$ cat src/rtl/adder_share_arbiter_if.sv
// Request, shared-adder and response signals of adder_share_arbiter.
// The arbiter connects through the slave modport; its environment uses master.
interface adder_share_arbiter_if #(
    parameter int NUM_REQ = 4,
    parameter int DATA_W  = 16,
    parameter int ID_W    = 2
);
    logic [NUM_REQ-1:0]        req_valid;
    logic [NUM_REQ*DATA_W-1:0] req_a0;
    logic [NUM_REQ*DATA_W-1:0] req_a1;
    logic [NUM_REQ-1:0]        req_ready;
    logic [DATA_W-1:0]         add_a0;
    logic [DATA_W-1:0]         add_a1;
    logic [DATA_W-1:0]         add_y;
    logic                      rsp_valid;
    logic                      rsp_ready;
    logic [ID_W-1:0]           rsp_id;
    logic [DATA_W-1:0]         rsp_y;

    modport master (
        output req_valid, req_a0, req_a1, add_y, rsp_ready,
        input  req_ready, add_a0, add_a1, rsp_valid, rsp_id, rsp_y
    );

    modport slave (
        input  req_valid, req_a0, req_a1, add_y, rsp_ready,
        output req_ready, add_a0, add_a1, rsp_valid, rsp_id, rsp_y
    );
endinterface

$ cat src/rtl/adder_share_arbiter.sv
// Round-robin sharing of one pipelined adder, with a credit-protected response FIFO.
// Define ADDER_SHARE_ARB_STATS_EN to add the saturating issue/stall counters.
module adder_share_arbiter #(
    parameter int NUM_REQ    = 4,
    parameter int DATA_W     = 16,
    parameter int PIPE_LAT   = 2,
    parameter int FIFO_DEPTH = 4,
    parameter int ID_W       = 2
) (
    input  logic                  clk,
    input  logic                  rst_n,
    adder_share_arbiter_if.slave  bus
`ifdef ADDER_SHARE_ARB_STATS_EN
    ,
    output logic [31:0]           stat_issue_cnt,
    output logic [31:0]           stat_stall_cnt
`endif
);
    localparam int CNT_W = $clog2(FIFO_DEPTH + 1);
    localparam int PTR_W = (FIFO_DEPTH > 1) ? $clog2(FIFO_DEPTH) : 1;

    typedef struct packed {
        logic [ID_W-1:0]   id;
        logic [DATA_W-1:0] y;
    } rsp_t;

    logic [DATA_W-1:0] op_a0 [NUM_REQ];
    logic [DATA_W-1:0] op_a1 [NUM_REQ];
    logic [ID_W-1:0]   prio_ptr;
    logic [ID_W-1:0]   ptr_next;
    logic [ID_W-1:0]   cand;
    logic              grant_vld;
    logic [ID_W-1:0]   grant_id;
    logic              has_credit;

    logic [PIPE_LAT-1:0] pipe_vld;
    logic [ID_W-1:0]     pipe_id [PIPE_LAT];
    logic [CNT_W-1:0]    inflight_count;

    rsp_t              fifo_mem [FIFO_DEPTH];
    rsp_t              head_hold;
    logic [PTR_W-1:0]  wr_ptr;
    logic [PTR_W-1:0]  rd_ptr;
    logic [CNT_W-1:0]  fifo_count;
    logic              fifo_nonempty;
    logic              push;
    logic              pop;

    for (genvar g = 0; g < NUM_REQ; g++) begin : g_unpack
        assign op_a0[g] = bus.req_a0[g*DATA_W +: DATA_W];
        assign op_a1[g] = bus.req_a1[g*DATA_W +: DATA_W];
    end

    // Every issued operation owns a slot, either still in the adder or already queued.
    always_comb inflight_count = CNT_W'($countones(pipe_vld));
    assign has_credit = (int'(fifo_count) + int'(inflight_count)) < FIFO_DEPTH;

    always_comb begin
        // NOTE: every output of this block gets a default before any branch;
        // a path that leaves one unassigned would infer a latch.
        grant_vld = 1'b0;
        grant_id  = '0;
        cand      = '0;
        if (rst_n && has_credit) begin
            for (int k = 0; k < NUM_REQ; k++) begin
                cand = ID_W'((int'(prio_ptr) + k) % NUM_REQ);
                if (!grant_vld && bus.req_valid[cand]) begin
                    grant_vld = 1'b1;
                    grant_id  = cand;
                end
            end
        end
    end

    assign ptr_next      = (grant_id == ID_W'(NUM_REQ - 1)) ? '0 : grant_id + 1'b1;
    assign bus.req_ready = grant_vld ? (NUM_REQ'(1) << grant_id) : '0;
    assign bus.add_a0    = grant_vld ? op_a0[grant_id] : '0;
    assign bus.add_a1    = grant_vld ? op_a1[grant_id] : '0;

    always_ff @(posedge clk) begin
        // NOTE: state registers use non-blocking assignments so every register
        // samples pre-edge values regardless of statement order.
        if (!rst_n) begin
            prio_ptr <= '0;
            pipe_vld <= '0;
            for (int s = 0; s < PIPE_LAT; s++) pipe_id[s] <= '0;
        end else begin
            if (grant_vld) prio_ptr <= ptr_next;
            pipe_vld[0] <= grant_vld;
            pipe_id[0]  <= grant_id;
            for (int s = 1; s < PIPE_LAT; s++) begin
                pipe_vld[s] <= pipe_vld[s-1];
                pipe_id[s]  <= pipe_id[s-1];
            end
        end
    end

    function automatic logic [PTR_W-1:0] ptr_inc(input logic [PTR_W-1:0] p);
        return (p == PTR_W'(FIFO_DEPTH - 1)) ? '0 : p + 1'b1;
    endfunction

    assign fifo_nonempty = (fifo_count != '0);
    assign push          = pipe_vld[PIPE_LAT-1];
    assign pop           = fifo_nonempty && bus.rsp_ready;

    always_ff @(posedge clk) begin
        if (!rst_n) begin
            wr_ptr     <= '0;
            rd_ptr     <= '0;
            fifo_count <= '0;
            head_hold  <= '0;
        end else begin
            if (push) wr_ptr <= ptr_inc(wr_ptr);
            if (pop)  rd_ptr <= ptr_inc(rd_ptr);
            case ({push, pop})
                2'b10:   fifo_count <= fifo_count + 1'b1;
                2'b01:   fifo_count <= fifo_count - 1'b1;
                default: fifo_count <= fifo_count;
            endcase
            if (fifo_nonempty) head_hold <= fifo_mem[rd_ptr];
        end
    end

    // NOTE: the storage array has no reset; fifo_count alone decides which
    // entries are meaningful, so clearing it would only cost reset fan-out.
    always_ff @(posedge clk) begin
        if (push) fifo_mem[wr_ptr] <= '{id: pipe_id[PIPE_LAT-1], y: bus.add_y};
    end

    assign bus.rsp_valid = fifo_nonempty;
    assign bus.rsp_id    = fifo_nonempty ? fifo_mem[rd_ptr].id : head_hold.id;
    assign bus.rsp_y     = fifo_nonempty ? fifo_mem[rd_ptr].y  : head_hold.y;

    fifo_no_overflow: assert property (@(posedge clk) disable iff (!rst_n)
        !(push && (int'(fifo_count) == FIFO_DEPTH)));

`ifdef ADDER_SHARE_ARB_STATS_EN
    logic any_valid;
    assign any_valid = |bus.req_valid;

    always_ff @(posedge clk) begin
        if (!rst_n) begin
            stat_issue_cnt <= '0;
            stat_stall_cnt <= '0;
        end else begin
            if (grant_vld && (stat_issue_cnt != '1))
                stat_issue_cnt <= stat_issue_cnt + 1'b1;
            if (any_valid && !has_credit && (stat_stall_cnt != '1))
                stat_stall_cnt <= stat_stall_cnt + 1'b1;
        end
    end
`else
    // Statistics counters are compiled out of this build.
`endif
endmodule

$ cat src/flat_wrapper.sv
// flat-port wrapper written by rule: the top's interface ports become plain ports
module adder_share_arbiter_flat 
#(
    parameter int NUM_REQ    = 4,
    parameter int DATA_W     = 16,
    parameter int PIPE_LAT   = 2,
    parameter int FIFO_DEPTH = 4,
    parameter int ID_W       = 2
)
  (clk, rst_n, bus_req_valid, bus_req_a0, bus_req_a1, bus_add_y, bus_rsp_ready, bus_req_ready, bus_add_a0, bus_add_a1, bus_rsp_valid, bus_rsp_id, bus_rsp_y);
  adder_share_arbiter_if #(.NUM_REQ(NUM_REQ), .DATA_W(DATA_W), .ID_W(ID_W)) bus_i ();
  input  logic clk;
  input  logic rst_n;
  input wire logic [$bits(bus_i.req_valid)-1:0] bus_req_valid;
  input wire logic [$bits(bus_i.req_a0)-1:0] bus_req_a0;
  input wire logic [$bits(bus_i.req_a1)-1:0] bus_req_a1;
  input wire logic [$bits(bus_i.add_y)-1:0] bus_add_y;
  input wire logic [$bits(bus_i.rsp_ready)-1:0] bus_rsp_ready;
  output wire logic [$bits(bus_i.req_ready)-1:0] bus_req_ready;
  output wire logic [$bits(bus_i.add_a0)-1:0] bus_add_a0;
  output wire logic [$bits(bus_i.add_a1)-1:0] bus_add_a1;
  output wire logic [$bits(bus_i.rsp_valid)-1:0] bus_rsp_valid;
  output wire logic [$bits(bus_i.rsp_id)-1:0] bus_rsp_id;
  output wire logic [$bits(bus_i.rsp_y)-1:0] bus_rsp_y;
  assign bus_i.req_valid = bus_req_valid;
  assign bus_i.req_a0 = bus_req_a0;
  assign bus_i.req_a1 = bus_req_a1;
  assign bus_i.add_y = bus_add_y;
  assign bus_i.rsp_ready = bus_rsp_ready;
  assign bus_req_ready = bus_i.req_ready;
  assign bus_add_a0 = bus_i.add_a0;
  assign bus_add_a1 = bus_i.add_a1;
  assign bus_rsp_valid = bus_i.rsp_valid;
  assign bus_rsp_id = bus_i.rsp_id;
  assign bus_rsp_y = bus_i.rsp_y;
  adder_share_arbiter #(.NUM_REQ(NUM_REQ), .DATA_W(DATA_W), .PIPE_LAT(PIPE_LAT), .FIFO_DEPTH(FIFO_DEPTH), .ID_W(ID_W)) u_core (.clk(clk), .rst_n(rst_n), .bus(bus_i));
endmodule
$ cat config.mk
export PLATFORM = sky130hd
export DESIGN_NAME = adder_share_arbiter_flat
export DESIGN_NICKNAME = d
export VERILOG_FILES = /design/src/rtl/adder_share_arbiter_if.sv /design/src/rtl/adder_share_arbiter.sv /design/src/flat_wrapper.sv
export SDC_FILE = /design/constraint.sdc
export NUM_CORES = 1
export LEC_CHECK = 0
export BUFFER_PORTS_ARGS = -buffer_cell sky130_fd_sc_hd__buf_2
export CAP_MARGIN = 10
export CORE_MARGIN = 2
export CORE_UTILIZATION = 40
export CTS_BUF_LIST = sky130_fd_sc_hd__clkbuf_4
export CTS_CLUSTER_DIAMETER = 40
export DETAILED_ROUTE_END_ITERATION = 7
export GPL_TIMING_DRIVEN = 0
export PLACE_DENSITY = 0.66
export SLEW_MARGIN = 10
export SYNTH_ARGS = -nofsm -noshare
export SYNTH_HDL_FRONTEND = slang
export SYNTH_SLANG_ARGS = --single-unit
export TNS_END_PERCENT = 50
$ cat constraint.sdc
create_clock -name clk -period 2.21 [get_ports clk]
set_input_delay 0.3315 -clock clk [delete_from_list [all_inputs] [get_ports clk]]
set_output_delay 0.3315 -clock clk [all_outputs]
set_load 0.01 [all_outputs]
; Yosys cells after proc, flatten, opt, wreduce, memory -nomap -nowiden
; Memory sizes are Yosys's and may differ from the RTL's. A register that Yosys moved wholly into a read port is not among the register bits.
; Cells that the tools add are included.
[totals]
register_bits = 29
latchBits = 0
ramBits = 76
mem_bits_ro = 0
inputBits = 151
out_inout_bits = 55
elab_cells = 88
n_memories = 2
[mem_list]
columns = memory, words, width, read_ports, rd_clocked_by_memory_dff, write_ports, line
row1 = u_core.fifo_mem, 4, 18, 1, 1, 1, adder_share_arbiter.sv:40  ; rsp_t fifo_mem [FIFO_DEPTH];
row2 = u_core.pipe_id, 2, 2, 2, 0, 2, adder_share_arbiter.sv:37  ; logic [ID_W-1:0] pipe_id [PIPE_LAT];
[classes]
addsub = 10
multipliers = 0
div_mod_pow = 0
n_lt_le_gt_ge = 6
n_eq_ne = 5
shift = 1
n_mux = 44
bitwise_logic = 3
n_reduce_logical = 10
[op_table]
columns = cell, n
row1 = 16-bit 2-to-1 mux, 7
row2 = 16-bit binary-select mux with 2-bit select, 2
row3 = "32-bit by 4-bit < comparator with 1-bit output, second input constant", 1
row4 = 2-bit 2-to-1 mux, 13
row5 = 1-bit 2-to-1 mux, 16
row6 = "2-bit by 3-bit < comparator with 1-bit output, second input constant", 4
row7 = "2-bit by 1-bit adder with 2-bit output, second input constant", 4
row8 = 1-bit binary-select mux with 2-bit select, 4
row9 = "2-bit equality test, second input constant", 4
row10 = 3-bit one-hot mux with 2 select lines, 1
row11 = 1-bit logical AND, 5
row12 = "2-bit adder, second input constant", 2
row13 = 3-bit by 3-bit adder with 4-bit output, 1
row14 = 4-bit 2-to-1 mux, 1
row15 = "1-bit by 2-bit << shifter with 4-bit output, first input constant", 1
row16 = "3-bit by 1-bit adder with 3-bit output, second input constant", 1
row17 = "3-bit greater-or-equal comparator, second input constant", 1
row18 = 1-bit zero test, 3
row19 = 2-bit NOT with 3-bit output, 1
row20 = 3-bit nonzero test, 1
row21 = "3-bit by 1-bit subtractor with 3-bit output, second input constant", 1
row22 = 1-bit by 1-bit adder with 2-bit output, 1
row23 = "2-bit by 1-bit equality test with 1-bit output, second input constant", 1
row24 = 1-bit OR, 2
row25 = 2-bit nonzero test, 1

; Logic depth before layout (Yosys ltp)
; Gate-level depths: netlist of the first run.
[logic_depth]
word_depth = 22
ltp_mapped = 11
depth_no_buf = 9

; Worst setup path before layout of the first run
; No wires, ideal clock.
[synth_path]
path_kind = reg-to-output
start = register u_core.pipe_vld[1]
end = output port bus_req_ready[0]
arrival_ns = 1.889
required_ns = 1.879
path_slack_ns = -0.011
stages_incl_launch_ff = 10
path_buffers = 2
cell_sequence = dfxtp_1 -> ha_1 -> ha_1 -> nand3_1 -> nand3_1 -> or2_1 -> buf_2 -> buf_2 -> ha_1 -> and2_1
[synth_between]
elab_chain_len = 7
elab_cells_between_ends = 8
cone_classes = add/sub: 2 / order compare: 1 / shift: 1 / mux: 3 / reduce/logical: 1
[synth_rtl]
columns = element, line
row1 = start: declaration, adder_share_arbiter.sv:36  ; logic [PIPE_LAT-1:0] pipe_vld;
row2 = start signal: indexed assignment, adder_share_arbiter.sv:92  ; pipe_vld[s] <= pipe_vld[s-1];
row3 = 1-bit by 1-bit adder with 2-bit output (implied by the code) (*), adder_share_arbiter.sv:55  ; always_comb inflight_count = CNT_W'($countones(pipe_vld));
row4 = 3-bit by 3-bit adder with 4-bit output (*), adder_share_arbiter.sv:56  ; assign has_credit = (int'(fifo_count) + int'(inflight_count)) < FIFO_DEPTH;
row5 = 32-bit by 4-bit < comparator with 1-bit output (*), adder_share_arbiter.sv:56
row6 = 1-bit logical AND (*), adder_share_arbiter.sv:64  ; if (rst_n && has_credit) begin
row7 = 2-bit 2-to-1 mux, adder_share_arbiter.sv:64
row8 = 1-bit by 2-bit << shifter with 4-bit output, adder_share_arbiter.sv:76  ; assign bus.req_ready = grant_vld ? (NUM_REQ'(1) << grant_id) : '0;
row9 = 4-bit 2-to-1 mux (*), adder_share_arbiter.sv:76
row10 = end: declaration, flat_wrapper.sv:19  ; output wire logic [$bits(bus_i.req_ready)-1:0] bus_req_ready;
; Mark *: on every way between the ends. The rest lies on a longest branch, timed or not.

; Worst setup path after layout of the first run
[layout_path]
start = register u_core.pipe_vld[1]
end = output port bus_add_a1[8]
[layout_between]
elab_chain_len = 10
elab_cells_between_ends = 11
cone_classes = add/sub: 2 / order compare: 1 / mux: 6 / bitwise: 1 / reduce/logical: 1
[layout_rtl]
columns = element, line
row1 = 1-bit by 1-bit adder with 2-bit output (implied by the code) (*), adder_share_arbiter.sv:55
row2 = 3-bit by 3-bit adder with 4-bit output (*), adder_share_arbiter.sv:56
row3 = 32-bit by 4-bit < comparator with 1-bit output (*), adder_share_arbiter.sv:56
row4 = 1-bit logical AND (*), adder_share_arbiter.sv:64
row5 = 2-bit 2-to-1 mux, adder_share_arbiter.sv:64
row6 = 2-bit NOT with 3-bit output (implied by the code), adder_share_arbiter.sv:78  ; assign bus.add_a1 = grant_vld ? op_a1[grant_id] : '0;
row7 = 16-bit binary-select mux with 2-bit select, adder_share_arbiter.sv:78
row8 = 16-bit 2-to-1 mux (implied by the code) (2 in a row), adder_share_arbiter.sv:78
row9 = 16-bit 2-to-1 mux (*), adder_share_arbiter.sv:78
row10 = end: declaration, flat_wrapper.sv:21  ; output wire logic [$bits(bus_i.add_a1)-1:0] bus_add_a1;
; Mark *: on every way between the ends. The rest lies on a longest branch, timed or not. The select of a mux whose other input is x is not followed.

==> impl_metrics.yaml, run 1 <==
sta:
  setup_viol_count_final: 46
  number_of_max_slew_violations_in_the_final_report: 0
  timing.final.ws_setup_ns: -0.514
  slew_headroom_pct: 30.1
  skew_ns: 0.0218
  setup-tns-final_ns: -17.51
  grt_setup_unrepaired: "true"
  maxClockFrequency_mhz: 367
  post-route-period-util_pct: 123
  hold_violations: 0
  tightestPinTransition_ns: 1.05
  finalWorstPathRequiredPeriod_ns: 2.72
synthesis:
  synth_cell_type_count: 43
  async_flop_share_pct: 0
  yosys_warnings: 0
  postSynthNetCount: 525
  synthesized_instance_count: 361
  synth_seq_area_share_pct: 54.3
  synth_top_flop_cell: "sky130_fd_sc_hd__edfxtp_1"
  mappedNetlistArea_mm2: 0.00527
  number_of_enable_flip_flop_cells_after_synthesis: 72
  avgSynthCellArea_um2: 14.6
  synth-seq-cells: 107
final_layout:
  syn_to_final_growth_pct: 34.5
  final_common_cell: "sky130_fd_sc_hd__buf_2"
  final_area_mm2: 0.00709
  fin_nets: 749
  diodes: 0
  finalNonFillerCells: 762
  drive_above_1_share_pct: 55.3
  mostFrequentLayoutCells: "sky130_fd_sc_hd__buf_2 (190), sky130_fd_sc_hd__edfxtp_1 (72), sky130_fd_sc_hd__mux2i_1 (62), sky130_fd_sc_hd__o22ai_1 (31), sky130_fd_sc_hd__dfxtp_1 (28)"
  fillerInstances: 1126
setup_path:
  worst_setup_path_end_kind: "output port"
  critPathLaunchType: "register"
  arrival_ns: 2.39
  critical_path_peak_fanout: 10
  worst_ep_required_time_ns: 1.88
  worst-setup-path-type: "register to output port"
placement:
  placed_cells_incl_taps: 738
  gpl.final_weighted_congestion: 0.797
  io_buffer_count: 205
  post_dp_cell_area_mm2: 0.00651
  sum_of_net_half_perimeters_after_detailed_placement_mm: 9.54
cts:
  insertion_delay_ns: 0.45
  clock-root-buffer: "sky130_fd_sc_hd__clkbuf_4"
  clkSinkCount: 107
  clk_pin_slew_ns: 0.16
  cts_tree: "yes"
  numCtsBuffers: 9
  clock_tree.htree_level_count: 3
  cts_buffer_depth: 2
global_routing:
  grt_max_degree: 20
  grt_pass1_wl_mm: 19.9
  globalRoute.totalOverflow: 0
  grt_antenna_before_repair: 0
  grt_pass1_vias: 4068
  grt.total_usage_pct: 18.0
routing:
  wl_per_cell_um: 16.9
  first_iter_violations: 237
  via_count_normalized_by_instance_count: 5.08
  postRouteWirelength_mm: 12.9
  remaining_drc_errors: 0
  antenna_left: 0
  dr_total_vias: 3869
  first_pass_iters: 5
power:
  cellPowerDensity_mw_per_mm2: 953
  power_leakage_nw: 3.02
  worst_ir_drop_vdd_v: 0.000423
  power.total_mw: 6.76
status:
  violations: "negative setup slack"
  outcome: "finished with violations"
floorplan:
  floorplan.initialDensity_pct: 41.4
  floorplan.die.height_um: 119
  floorplan.rows: 41
  io-pin-count: 206
  core_area_mm2: 0.0127
  fp.dieArea_mm2: 0.0141
  die_x_um: 119
run:
  drv_cap: 0
min_path:
  worst_hold_path_type: "primary input to register"
[final cells by class]
cell class | count | area [µm²] | share of cell area [%]
plain buffers | 22 | 229 | 3.23
repair buffers | 214 | 1250 | 17.6
well taps | 172 | 215 | 3.04
multi-input cells | 221 | 2340 | 33.0
flip-flops and latches | 107 | 2880 | 40.6
inverters | 10 | 47.5 | 0.671
clock buffers | 10 | 75.1 | 1.06
clock inverters | 6 | 55.1 | 0.777
[synth_stat cells (2+ instances only)]
master,n,area share (%)
sky130_fd_sc_hd__mux2i_1,67,13
sky130_fd_sc_hd__o21ai_0,3,0.28
sky130_fd_sc_hd__mux4_2,13,5.6
sky130_fd_sc_hd__buf_12,4,1.5
sky130_fd_sc_hd__mux4_1,5,2.5
sky130_fd_sc_hd__nor3_1,3,0.28
sky130_fd_sc_hd__or3_1,2,0.24
sky130_fd_sc_hd__dfxtp_1,35,13
sky130_fd_sc_hd__buf_2,10,0.95
sky130_fd_sc_hd__buf_6,2,0.43
sky130_fd_sc_hd__inv_2,2,0.14
sky130_fd_sc_hd__nand3_1,2,0.19
sky130_fd_sc_hd__mux2_4,10,2.8
sky130_fd_sc_hd__ha_1,12,2.8
sky130_fd_sc_hd__buf_4,3,0.43
sky130_fd_sc_hd__o22ai_1,32,3.8
sky130_fd_sc_hd__nor2b_1,7,0.83
sky130_fd_sc_hd__and2_1,31,3.7
sky130_fd_sc_hd__mux2_2,8,1.7
sky130_fd_sc_hd__nand2_1,4,0.28
sky130_fd_sc_hd__clkbuf_1,3,0.21
sky130_fd_sc_hd__inv_1,8,0.57
sky130_fd_sc_hd__edfxtp_1,72,41
sky130_fd_sc_hd__nor2_1,4,0.28
[state kept, by name, indices dropped and copies added (netlist names), named ones only]
signal             cells
u_core.rd_ptr          2
u_core.wr_ptr          2
u_core.pipe_vld        2
u_core.prio_ptr        2
u_core.head_hold      18
u_core.fifo_mem       72
u_core.pipe_id         4
u_core.fifo_count      3
[critical path, stage by stage, from the launching register on]
cell                      delay [ns]
sky130_fd_sc_hd__dfxtp_4        0.38
sky130_fd_sc_hd__ha_4           0.16
sky130_fd_sc_hd__ha_4           0.24
sky130_fd_sc_hd__nand3_4        0.08
sky130_fd_sc_hd__nand4_1        0.09
sky130_fd_sc_hd__o21ba_4        0.25
sky130_fd_sc_hd__buf_12         0.13
sky130_fd_sc_hd__buf_12         0.14
sky130_fd_sc_hd__mux2i_1        0.21
sky130_fd_sc_hd__o22ai_1        0.11
sky130_fd_sc_hd__buf_2          0.15
[logic make-up after synthesis]
logic type | after synthesis | share of synthesized area, %
DFF | 107 | 54.3
xor gates and xnor gates | 2 | 0.332
AOI/OAI and AO/OA | 43 | 5.44
muxes | 103 | 25.3
adders and majority gates | 13 | 3.23
and+or+nand+nor | 60 | 7.03
buffers and inverters | 33 | 4.32
[repair_timing]
action                                  in CTS  in global routing
pin swaps                                    6                  9
endpoints found under the setup margin      57                 56
buffers inserted                             8                  1
hold buffers                                 0                  0
hold endpoints to repair                     0                  0
cloned                                       2                  0
gates resized for setup                     71                 24
[metrics by stage]
stage | util (%) | setup WS (ns) | hold WS [ns]
floorplan | - | 0.00779 | 0.412
global placement | 51.2 | -0.346 | 0.427
detailed placement | 51.2 | -0.386 | 0.436
CTS | 55.5 | -0.579 | 0.0544
global route | 55.7 | -0.658 | 0.0465
finish | 55.7 | -0.514 | 0.0808
[power breakdown]
group | internal (mW) | switching, mW
sequential | 2.40 | 0.106
clock | 0.268 | 0.655
combinational | 1.88 | 1.44
[path summary, 6_finish.rpt]
check / from / depth (start not counted) / end / slack, ns
worst max-delay path: u_core.pipe_vld[1] / 10 / bus_add_a1[8] / -0.51
worst min register to register: u_core.pipe_id[0][0] / 1 / u_core.pipe_id[0][2] / 0.47
worst min-delay path: bus_add_y[2] / 1 / u_core.fifo_mem[2][2] / 0.08
worst max register to register: u_core.fifo_count[0] / 10 / u_core.fifo_count[2] / 0.02
[layer usage]
layer / global-route usage, % / share of wire [%] / routed length (µm) / vias up
met1: 20.0 / 38 / 4930 / 1851
met4: 6.10 / 2.5 / 326 / 0
met2: 33.6 / 53 / 6900 / 167
met3: 4.15 / 5.8 / 748 / 27
met5: 0 / 0 / 0 / -
li1: - / - / - / 1824
Power figures use the tool's default switching activity.
==> run 2, diff against run 1 <==
--- a/config.mk
+++ b/config.mk
@@ -14,6 +14,7 @@
 export DETAILED_ROUTE_END_ITERATION = 7
 export GPL_TIMING_DRIVEN = 0
 export PLACE_DENSITY = 0.66
+export REMOVE_ABC_BUFFERS = 1
 export SLEW_MARGIN = 10
 export SYNTH_ARGS = -nofsm -noshare
 export SYNTH_HDL_FRONTEND = slang
==> run 2 against run 1 <==
Net effect: the flow still finishes with violations (negative setup slack); first-iteration DRC count shrank 23%; clock skew shrank 0.0021 ns; core utilization grew 0.78 points; final area grew 1.4%; critical path depth shrank 1; sequential power grew 2%; total power grew 5.3%; combinational power grew 2%; sequential cell count is the same; worst setup slack lost 0.066 ns; largest cell class unchanged; highest routed layer unchanged.
==> impl_metrics.yaml, run 2 (synthesis results as in run 1) <==
final_layout:
  drive_above_1_share_pct: 56.6
  sequential_cell_area_mm2: 0.00288
  multi_input_comb_area_mm2: 0.00244
  syn_to_final_growth_pct: 36.4
  largest_reg_flops: 72
  fillerInstances: 1049
  finalNonFillerCells: 756
  final_util_pct: 56.5
  final_common_cell: "sky130_fd_sc_hd__buf_2"
  fin_nets: 742
  largestRegisters: "u_core.fifo_mem (72), u_core.head_hold (18), u_core.pipe_id (4)"
  mostFrequentLayoutCells: "sky130_fd_sc_hd__buf_2 (192), sky130_fd_sc_hd__edfxtp_1 (72), sky130_fd_sc_hd__mux2i_1 (58), sky130_fd_sc_hd__and2_1 (30), sky130_fd_sc_hd__dfxtp_1 (28)"
  register_name_with_the_most_flops: "u_core.fifo_mem"
sta:
  maxClockFrequency_mhz: 358
  number_of_max_slew_violations_in_the_final_report: 0
  skew_ns: 0.0198
  grt_setup_unrepaired: "true"
  finalWorstPathRequiredPeriod_ns: 2.79
  slew_headroom_pct: 32.2
  tightestPinTransition_ns: 1.02
  hold-worst-slack_ns: 0.0741
  timing.final.ws_setup_ns: -0.580
  hold_violations: 0
  setup-tns-final_ns: -19.66
  post-route-period-util_pct: 126
  setup_viol_count_final: 53
setup_path:
  max_incr_delay_on_cp_ns: 0.38
  worst_setup_path_end_kind: "output port"
  worst-setup-path-type: "register to output port"
  arrival_ns: 2.46
  worst_ep_required_time_ns: 1.88
  worst_path_dominant_cell_family: "compound AO/OA/AOI/OAI gates"
  crit_chain: "ha_4 -> ha_4 -> nand3_4 -> nand4_1 -> o21ba_4 -> buf_12 -> mux2i_4 -> o22ai_4 -> buf_2"
  worstPathBufferInverterCount: 2
  worst_path_max_delay_cell: "sky130_fd_sc_hd__dfxtp_4"
  crit_path_frequent_cell: "sky130_fd_sc_hd__ha_4"
  critical_path_peak_fanout: 12
  critPathLaunchType: "register"
power:
  sw_frac_of_total_pct: 33.1
  power_frac_comb_pct: 47.7
  worst_ir_drop_vdd_v: 0.000326
  clock_power_share_pct: 16.3
  power_leakage_nw: 3.04
  cellPowerDensity_mw_per_mm2: 989
  power.sequential.fraction_pct: 36.0
  net-switching-power_mw: 2.35
  internal_power_mw: 4.76
routing:
  wl_per_cell_um: 19.8
  first_pass_iters: 4
  remaining_drc_errors: 0
  dr_total_vias: 3904
  postRouteWirelength_mm: 15.0
  antenna_left: 0
  via_count_normalized_by_instance_count: 5.16
  first_iter_violations: 182
cts:
  clock-root-buffer: "sky130_fd_sc_hd__clkbuf_4"
  cts_hold_repair.buffers: 0
  clk_pin_slew_ns: 0.17
  cts_buffer_depth: 2
  insertion_delay_ns: 0.46
  clkSinkCount: 107
  cts_tree: "yes"
  clock_tree.htree_level_count: 3
  numCtsBuffers: 9
floorplan:
  die_x_um: 119
  floorplan.initialDensity_pct: 41.4
  io-pin-count: 206
  floorplan.die.height_um: 119
  floorplan.rows: 41
  fp.dieArea_mm2: 0.0141
  core_area_mm2: 0.0127
status:
  outcome: "finished with violations"
  violations: "negative setup slack"
min_path:
  worst_hold_path_type: "primary input to register"
global_routing:
  grt_pass1_vias: 4114
  grt_pass1_wl_mm: 22.5
  grt_max_degree: 33
  grt_antenna_before_repair: 1
  globalRoute.totalOverflow: 0
  grt.total_usage_pct: 21.1
placement:
  io_buffer_count: 205
  sum_of_net_half_perimeters_after_detailed_placement_mm: 10.1
  placed_cells_incl_taps: 716
  gpl.final_weighted_congestion: 0.886
  detailedPlace.worstSlack_ns: -1.14
run:
  drv_cap: 0
[run 2: changes by cell type in the layout (fill, tap and decap cells not counted), moves of 4 or more]
cell,before,now
sky130_fd_sc_hd__buf_6,25,15
sky130_fd_sc_hd__mux2i_1,62,58
sky130_fd_sc_hd__o22ai_1,31,24
sky130_fd_sc_hd__o22ai_2,1,7
[run 2: final timing paths]
check,from,to,slack (ns),depth (start not counted)
max,u_core.pipe_vld[1],bus_add_a1[15],-0.58,9
min,bus_add_y[15],u_core.fifo_mem[3][15],0.07,1
max reg2reg,u_core.fifo_count[1],u_core.fifo_count[2],0.13,9
min reg2reg,u_core.pipe_id[0][0],u_core.pipe_id[0][2],0.44,1
[run 2: layout make-up]
type / instances / area share [%]
inverter: 10 / 0.522
antenna: 1 / 0.0348
clock buffer: 9 / 0.940
clock inverter: 7 / 1.55
multi-input combinational: 224 / 34.0
tap: 172 / 2.99
sequential: 107 / 40.1
timing repair buffer: 226 / 19.8
[run 2: worst register-to-register path, cell delays in order, from the launching register on]
cell and delay [ns]:
sky130_fd_sc_hd__dfxtp_4 0.43, sky130_fd_sc_hd__or3_4 0.17, sky130_fd_sc_hd__nand2_2 0.09, sky130_fd_sc_hd__inv_1 0.09
sky130_fd_sc_hd__ha_2 0.19, sky130_fd_sc_hd__inv_1 0.05, sky130_fd_sc_hd__fa_1 0.37, sky130_fd_sc_hd__xor2_1 0.16
sky130_fd_sc_hd__or3_1 0.32, sky130_fd_sc_hd__a21boi_1 0.15
[run 2: power groups by stage]
stage | sequential [mW] | clock, mW | combinational, mW
floorplan | 2.55 | 0 | 1.67
global placement | 2.60 | 0 | 2.47
detailed placement | 2.62 | 0 | 2.54
CTS | 2.55 | 1.17 | 3.33
global route | 2.58 | 1.25 | 3.64
finish | 2.56 | 1.16 | 3.40
[run 2: metrics by stage]
stage / area (µm²) / total power, mW
6_report: 7190 / 7.11
5_1_grt: 7190 / 7.48
4_1_cts: 7080 / 7.05
3_5_place_dp: 6340 / 5.16
3_3_place_gp: 6320 / 5.08
2_1_floorplan: 5080 / 4.22
[run 2: routing by layer]
metal | routed length (µm) | part of all wire, % | up-vias | GRT usage [%]
met5 | 0 | 0 | - | 0
met4 | 297 | 2.0 | 0 | 6.32
met3 | 1020 | 6.8 | 20 | 5.26
met1 | 5660 | 38 | 1884 | 24.5
met2 | 8010 | 53 | 183 | 38.3
li1 | - | - | 1817 | -
[run 2: timing repair]
| item | in CTS | in global routing |
|---|---|---|
| endpoints found under the setup margin | 77 | 56 |
| resized for setup | 73 | 19 |
| pin swaps | 13 | 7 |
| cloned | 5 | 0 |
| buffers inserted | 15 | 3 |
